## config.mk

```make
export PLATFORM = sky130hd
export DESIGN_NAME = f_ifq_flat
export DESIGN_NICKNAME = d
export VERILOG_FILES = /design/src/rtl/f_ifq_pkg.sv /design/src/rtl/f_ifq_if.sv /design/src/rtl/f_ifq_mem.sv /design/src/rtl/f_ifq.sv /design/src/flat_wrapper.sv
export SDC_FILE = /design/constraint.sdc
export NUM_CORES = 1
export LEC_CHECK = 0
export BUFFER_PORTS_ARGS = -buffer_cell sky130_fd_sc_hd__buf_4
export CORE_ASPECT_RATIO = 0.6
export CORE_UTILIZATION = 40
export CTS_CLUSTER_DIAMETER = 120
export DETAILED_ROUTE_END_ITERATION = 8
export GPL_TIMING_DRIVEN = 0
export PLACE_DENSITY = 0.66
export SETUP_SLACK_MARGIN = 0.3
export SYNTH_ARGS = -nofsm -noshare
export SYNTH_HDL_FRONTEND = slang
export SYNTH_SLANG_ARGS = --single-unit
```

## constraint.sdc

```tcl
create_clock -name clk -period 6.2 [get_ports clk]
set_clock_uncertainty 0.2 [all_clocks]
set_input_delay 0.62 -clock clk [delete_from_list [all_inputs] [get_ports clk]]
set_output_delay 0.62 -clock clk [all_outputs]
set_load 0.01 [all_outputs]
```

## src/rtl/f_ifq_pkg.sv

```systemverilog
// Shared definitions for the instruction fetch queue and the fetch stage.
package f_ifq_pkg;

    localparam logic [31:0] IFQ_RESET_PC = 32'h0000_3000;
    localparam int          ENTRY_W      = 64;

    typedef struct packed {
        logic [31:0] pc;
        logic [31:0] instr;
    } ifq_entry_t;

endpackage

```

## src/rtl/f_ifq_if.sv

```systemverilog
// Fetch/decode handshake bundle around the instruction fetch queue.
interface f_ifq_if #(
    parameter int DEPTH = 4
);
    localparam int CW = $clog2(DEPTH) + 1;

    logic          in_valid;
    logic [31:0]   in_pc;
    logic [31:0]   in_instr;
    logic          in_ready;
    logic          out_valid;
    logic [31:0]   out_pc;
    logic [31:0]   out_instr;
    logic          out_ready;
    logic          flush;
    logic          flush_keep;
    logic [CW-1:0] count;

    modport master (
        output in_valid, in_pc, in_instr, out_ready, flush, flush_keep,
        input  in_ready, out_valid, out_pc, out_instr, count
    );

    modport slave (
        input  in_valid, in_pc, in_instr, out_ready, flush, flush_keep,
        output in_ready, out_valid, out_pc, out_instr, count
    );
endinterface

```

## src/rtl/f_ifq_mem.sv

```systemverilog
// Entry storage: synchronous write at the tail, combinational read at the head.
module f_ifq_mem
    import f_ifq_pkg::*;
#(
    parameter int DEPTH = 4,
    parameter int PW    = $clog2(DEPTH)
) (
    input  logic               clk,
    input  logic               we_i,
    input  logic [PW-1:0]      waddr_i,
    input  logic [ENTRY_W-1:0] wdata_i,
    input  logic [PW-1:0]      raddr_i,
    output logic [ENTRY_W-1:0] rdata_o
);

    logic [ENTRY_W-1:0] mem_q [DEPTH];

    always_ff @(posedge clk) begin
        if (we_i) begin
            mem_q[waddr_i] <= wdata_i;
        end
    end

    assign rdata_o = mem_q[raddr_i];

endmodule

```

## src/rtl/f_ifq.sv

```systemverilog
// Instruction fetch queue: circular buffer of {PC, instr} with valid/ready
// on both sides and a redirect flush that can keep one delay-slot entry.
module f_ifq
    import f_ifq_pkg::*;
#(
    parameter int          DEPTH    = 4,
    parameter logic [31:0] RESET_PC = IFQ_RESET_PC
) (
    input  logic  clk,
    input  logic  reset,
    f_ifq_if.slave bus
);

    localparam int PW = $clog2(DEPTH);
    localparam int CW = PW + 1;

    logic [PW-1:0] head_q, head_d, tail_q, tail_d, head_pop;
    logic [CW-1:0] count_q, count_d, remain;
    logic          in_ready, out_valid, push, pop, we;
    ifq_entry_t    wdata, rdata;

    assign in_ready  = (count_q != CW'(DEPTH));
    assign out_valid = (count_q != '0);
    assign push      = bus.in_valid && in_ready;
    assign pop       = out_valid && bus.out_ready;
    assign wdata     = '{pc: bus.in_pc, instr: bus.in_instr};

    f_ifq_mem #(.DEPTH(DEPTH), .PW(PW)) u_mem (
        .clk     (clk),
        .we_i    (we),
        .waddr_i (tail_q),
        .wdata_i (wdata),
        .raddr_i (head_q),
        .rdata_o (rdata)
    );

    always_comb begin
        head_d   = head_q;
        tail_d   = tail_q;
        count_d  = count_q;
        we       = 1'b0;
        head_pop = pop ? head_q + PW'(1) : head_q;
        remain   = count_q - CW'(pop);
        if (!bus.flush) begin
            we      = push;
            head_d  = head_pop;
            tail_d  = push ? tail_q + PW'(1) : tail_q;
            count_d = count_q + CW'(push) - CW'(pop);
        end else begin
            head_d = head_pop;
            if (!bus.flush_keep) begin
                tail_d  = head_pop;
                count_d = '0;
            end else if (remain != '0) begin
                tail_d  = head_pop + PW'(1);
                count_d = CW'(1);
            end else if (push) begin
                // Queue drained by this pop, so tail_q already equals head_pop.
                we      = 1'b1;
                tail_d  = tail_q + PW'(1);
                count_d = CW'(1);
            end else begin
                tail_d  = head_pop;
                count_d = '0;
            end
        end
    end

    always_ff @(posedge clk) begin
        if (reset) begin
            head_q  <= '0;
            tail_q  <= '0;
            count_q <= '0;
        end else begin
            head_q  <= head_d;
            tail_q  <= tail_d;
            count_q <= count_d;
        end
    end

    assign bus.in_ready  = in_ready;
    assign bus.out_valid = out_valid;
    assign bus.out_pc    = out_valid ? rdata.pc : RESET_PC;
    assign bus.out_instr = out_valid ? rdata.instr : 32'h0;
    assign bus.count     = count_q;

endmodule

```

## src/flat_wrapper.sv

```systemverilog
// flat-port wrapper written by rule: the top's interface ports become plain ports
module f_ifq_flat import f_ifq_pkg::*;
#(
    parameter int          DEPTH    = 4,
    parameter logic [31:0] RESET_PC = IFQ_RESET_PC
)
  (clk, reset, bus_in_valid, bus_in_pc, bus_in_instr, bus_out_ready, bus_flush, bus_flush_keep, bus_in_ready, bus_out_valid, bus_out_pc, bus_out_instr, bus_count);
  f_ifq_if #(.DEPTH(DEPTH)) bus_i ();
  input  logic clk;
  input  logic reset;
  input wire logic [$bits(bus_i.in_valid)-1:0] bus_in_valid;
  input wire logic [$bits(bus_i.in_pc)-1:0] bus_in_pc;
  input wire logic [$bits(bus_i.in_instr)-1:0] bus_in_instr;
  input wire logic [$bits(bus_i.out_ready)-1:0] bus_out_ready;
  input wire logic [$bits(bus_i.flush)-1:0] bus_flush;
  input wire logic [$bits(bus_i.flush_keep)-1:0] bus_flush_keep;
  output wire logic [$bits(bus_i.in_ready)-1:0] bus_in_ready;
  output wire logic [$bits(bus_i.out_valid)-1:0] bus_out_valid;
  output wire logic [$bits(bus_i.out_pc)-1:0] bus_out_pc;
  output wire logic [$bits(bus_i.out_instr)-1:0] bus_out_instr;
  output wire logic [$bits(bus_i.count)-1:0] bus_count;
  assign bus_i.in_valid = bus_in_valid;
  assign bus_i.in_pc = bus_in_pc;
  assign bus_i.in_instr = bus_in_instr;
  assign bus_i.out_ready = bus_out_ready;
  assign bus_i.flush = bus_flush;
  assign bus_i.flush_keep = bus_flush_keep;
  assign bus_in_ready = bus_i.in_ready;
  assign bus_out_valid = bus_i.out_valid;
  assign bus_out_pc = bus_i.out_pc;
  assign bus_out_instr = bus_i.out_instr;
  assign bus_count = bus_i.count;
  f_ifq #(.DEPTH(DEPTH), .RESET_PC(RESET_PC)) u_core (.clk(clk), .reset(reset), .bus(bus_i));
endmodule
```

==> results.yml <==
status:
  status: "completed"
die:
  die_h_um: 126
  die_x_um: 209
  core_um2: 25300
  io_pins: 139
  die-area_um2: 26500
  initial_core_util: 0.408
  fp-row-count: 45
critical_path:
  critical_path_buf_inv_count: 4
  r2r-end: "u_core.u_mem.mem_q[0][36]$_DFFE_PP_"
  timing.rr.start: "u_core.bus.count[2]$_SDFF_PP0_"
  crit_path_end_kind: "output pin"
  cp_slowest_stage_delay_ps: 560
  setup.worst_path.class: "reg -> out"
  crit_cells: 6
  crit_slowest_cell: "dfxtp_1"
  reg2reg_depth: 6
  cp_max_fo: 10
  cp_cell_sequence: "nor3_4 -> inv_2 -> buf_2 -> clkbuf_1 -> and2_1 -> buf_4"
  start_kind: "flop"
  arrival_ps: 2350
  r2r_slack_ps: 3630
  worstPathRequired_ps: 5380
  path_delay_family: "buffers and inverters"
clock_tree:
  post_cts_buffers: 0
  clkTransAtPathRegs_ps: 70
  cts_buffers: 25
  tritoncts: "done"
  cts_root_buffer: "clkbuf_16"
  cts.hold.buffers_added: 0
  clock_sinks: 263
  clock_path_buffers: 3
  insertion_delay_ps: 520
  cts_resized: 0
  cts_max_level: 1
placement:
  gp_congestion: 0.901
  io_buffers: 137
  dp.cells: 953
  place_hpwl_mm: 12.4
worst_hold_path:
  min-delay-start: "bus_in_pc[1]"
  hp-class: "in -> reg"
  min_path_cells: 1
  min_to: "u_core.u_mem.mem_q[1][33]$_DFFE_PP_"
detailed_routing:
  wl_mm: 20.0
  num_vias: 5093
  firstDrtPassIters: 5
  drt_iter0_drc: 331
  route.antenna.remaining_nets: 0
  vias_per_cell: 5.11
  wire_per_inst_um: 20.0
  drc_errors: 0
timing:
  hold_viol: 0
  fin_crit_sh: 0.512
  slew_headroom: 0.573
  worst_pin_slew_ps: 640
  finalMaxSlewViolations: 0
  fin_crit_ps: 3170
  rsz0062_at_grt: "no"
  setup_viol: 0
  max_freq_mhz: 315
  fin_setup_tns_ps: 0
synthesis:
  synth_most_common_cell: "edfxtp_1"
  synthArstFlopShare: 0
  synth_top_area_frac: 0.745
  synth_top_cell_by_area: "edfxtp_1"
  yosysSeqAreaShare: 0.758
  ys_warn_count: 0
  synth_nets: 559
  ys_seq_elements: 263
  ys_dominant_reg_cell: "edfxtp_1"
  synth_edf_count: 256
  synthTopCellsByCount: "edfxtp_1, and2_1, mux4_2, clkbuf_1"
  avgSynthCellArea_um2: 21.4
  synth_area_leaders: "edfxtp_1, mux4_2, and2_1"
  synthCells: 483
  syn_area_um2: 10300
  ys_types: 43
power_and_ir_drop:
  p_total_w: 0.00400
  ir_drop_v: 0.000167
  cellPowerDensity_nw_per_um2: 315
  leakagePower_nw: 4.34
grt:
  grt_overflow: 0
  met2_usage: 0.260
  grt_max_degree: 42
  antenna_found_initial: 0
  grt.met1_usage: 0.195
  grt_pass1_vias: 5450
  grt-busiest-layer: "met2"
  grt_pass1_wl_mm: 30.5
  grt_usage: 0.153
  grt_use_met3: 0.0456
cells_and_area:
  syn_to_final_growth_pct: 23.0
  finalNetCount: 727
  drive_above_1_share: 0.399
  stdcell_count: 996
  diodes: 0
flow_run:
  drv_cap: 0
==> worst max-delay path by stage <==
stage	startpoint	to	slack [ps]
2_1_floorplan	bus_flush_keep	u_core.u_mem.mem_q[0][0]$_DFFE_PP_	2900
3_3_place_gp	bus_flush_keep	u_core.u_mem.mem_q[2][27]$_DFFE_PP_	1610
3_5_place_dp	bus_out_ready	u_core.bus.count[1]$_SDFF_PP0_	3360
4_1_cts	u_core.bus.count[0]$_SDFF_PP0_	bus_out_pc[8]	2950
5_1_grt	u_core.bus.count[0]$_SDFF_PP0_	bus_out_pc[8]	2870
6_report	u_core.bus.count[0]$_SDFF_PP0_	bus_out_instr[22]	3030
==> final cells by class <==
cell class,count,area [um2]
multi-input combinational,186,2300
clock buffer,29,641
clock inverter,14,171
sequential,263,7830
inverter,8,30.0
fill,2023,12600
timing repair buffer,141,1140
buffer,26,171
tap,329,412
==> per-stage QoR <==
stage / setup slack, ps / utilization / cell area [um2] / hold WS, ps
after floorplan: 2900 / - / 10300 / 353
after global placement: 1610 / 0.465 / 11800 / 383
after detailed placement: 3360 / 0.470 / 11900 / 396
after CTS: 2950 / 0.502 / 12700 / 59.1
after global routing: 2870 / 0.502 / 12700 / 62.4
final: 3030 / 0.502 / 12700 / 87.7
==> sequential cells by signal, summed over array words and instances, names as in the netlist <==
| register | cells |
|---|---|
| u_core.u_mem.mem_q | 256 |
| u_core.head_q | 2 |
| u_core.tail_q | 2 |
| u_core.bus.count | 3 |
==> report_power, final <==
part           internal (W)  switching, W
logic              0.000213      0.000207
clock network      0.000902      0.000619
registers           0.00204     0.0000188
==> logic make-up (layout without fill, tap and decap cells) <==
logic type / count (synthesis) / in the layout / synth area share
AND/OR/NAND/NOR: 92 / 92 / 0.0550
XOR/XNOR: 5 / 5 / 0.00424
flip-flops: 263 / 263 / 0.758
multiplexers: 65 / 65 / 0.141
AO/OA/AOI/OAI: 18 / 18 / 0.0142
adder cells (fa/ha/maj): 6 / 6 / 0.00800
buffers and inverters: 34 / 218 / 0.0195
==> layer usage <==
layer | wire [um] | share of wire
met3 | 1560 | 0.078
met2 | 9690 | 0.49
met4 | 324 | 0.016
met5 | 0 | 0
met1 | 8380 | 0.42
==> placed cells by master (no fill, tap or decap), drive strengths merged, types with 2 or more instances in the layout <==
| cell | synthesis | final |
|---|---|---|
| dfxtp | 7 | 7 |
| xnor2 | 4 | 4 |
| nand3 | 2 | 2 |
| buf | 17 | 158 |
| ha | 5 | 5 |
| o21ai | 3 | 3 |
| a31o | 2 | 2 |
| clkinv | 0 | 7 |
| a21oi | 3 | 3 |
| clkbuf | 9 | 38 |
| inv | 8 | 9 |
| and2 | 67 | 67 |
| clkinvlp | 0 | 2 |
| mux4 | 64 | 64 |
| edfxtp | 256 | 256 |
| nor2 | 3 | 3 |
| nand2 | 7 | 7 |
| nor3 | 4 | 4 |
| or2 | 3 | 3 |
| bufinv | 0 | 4 |
(Power assumes the default switching activity.)
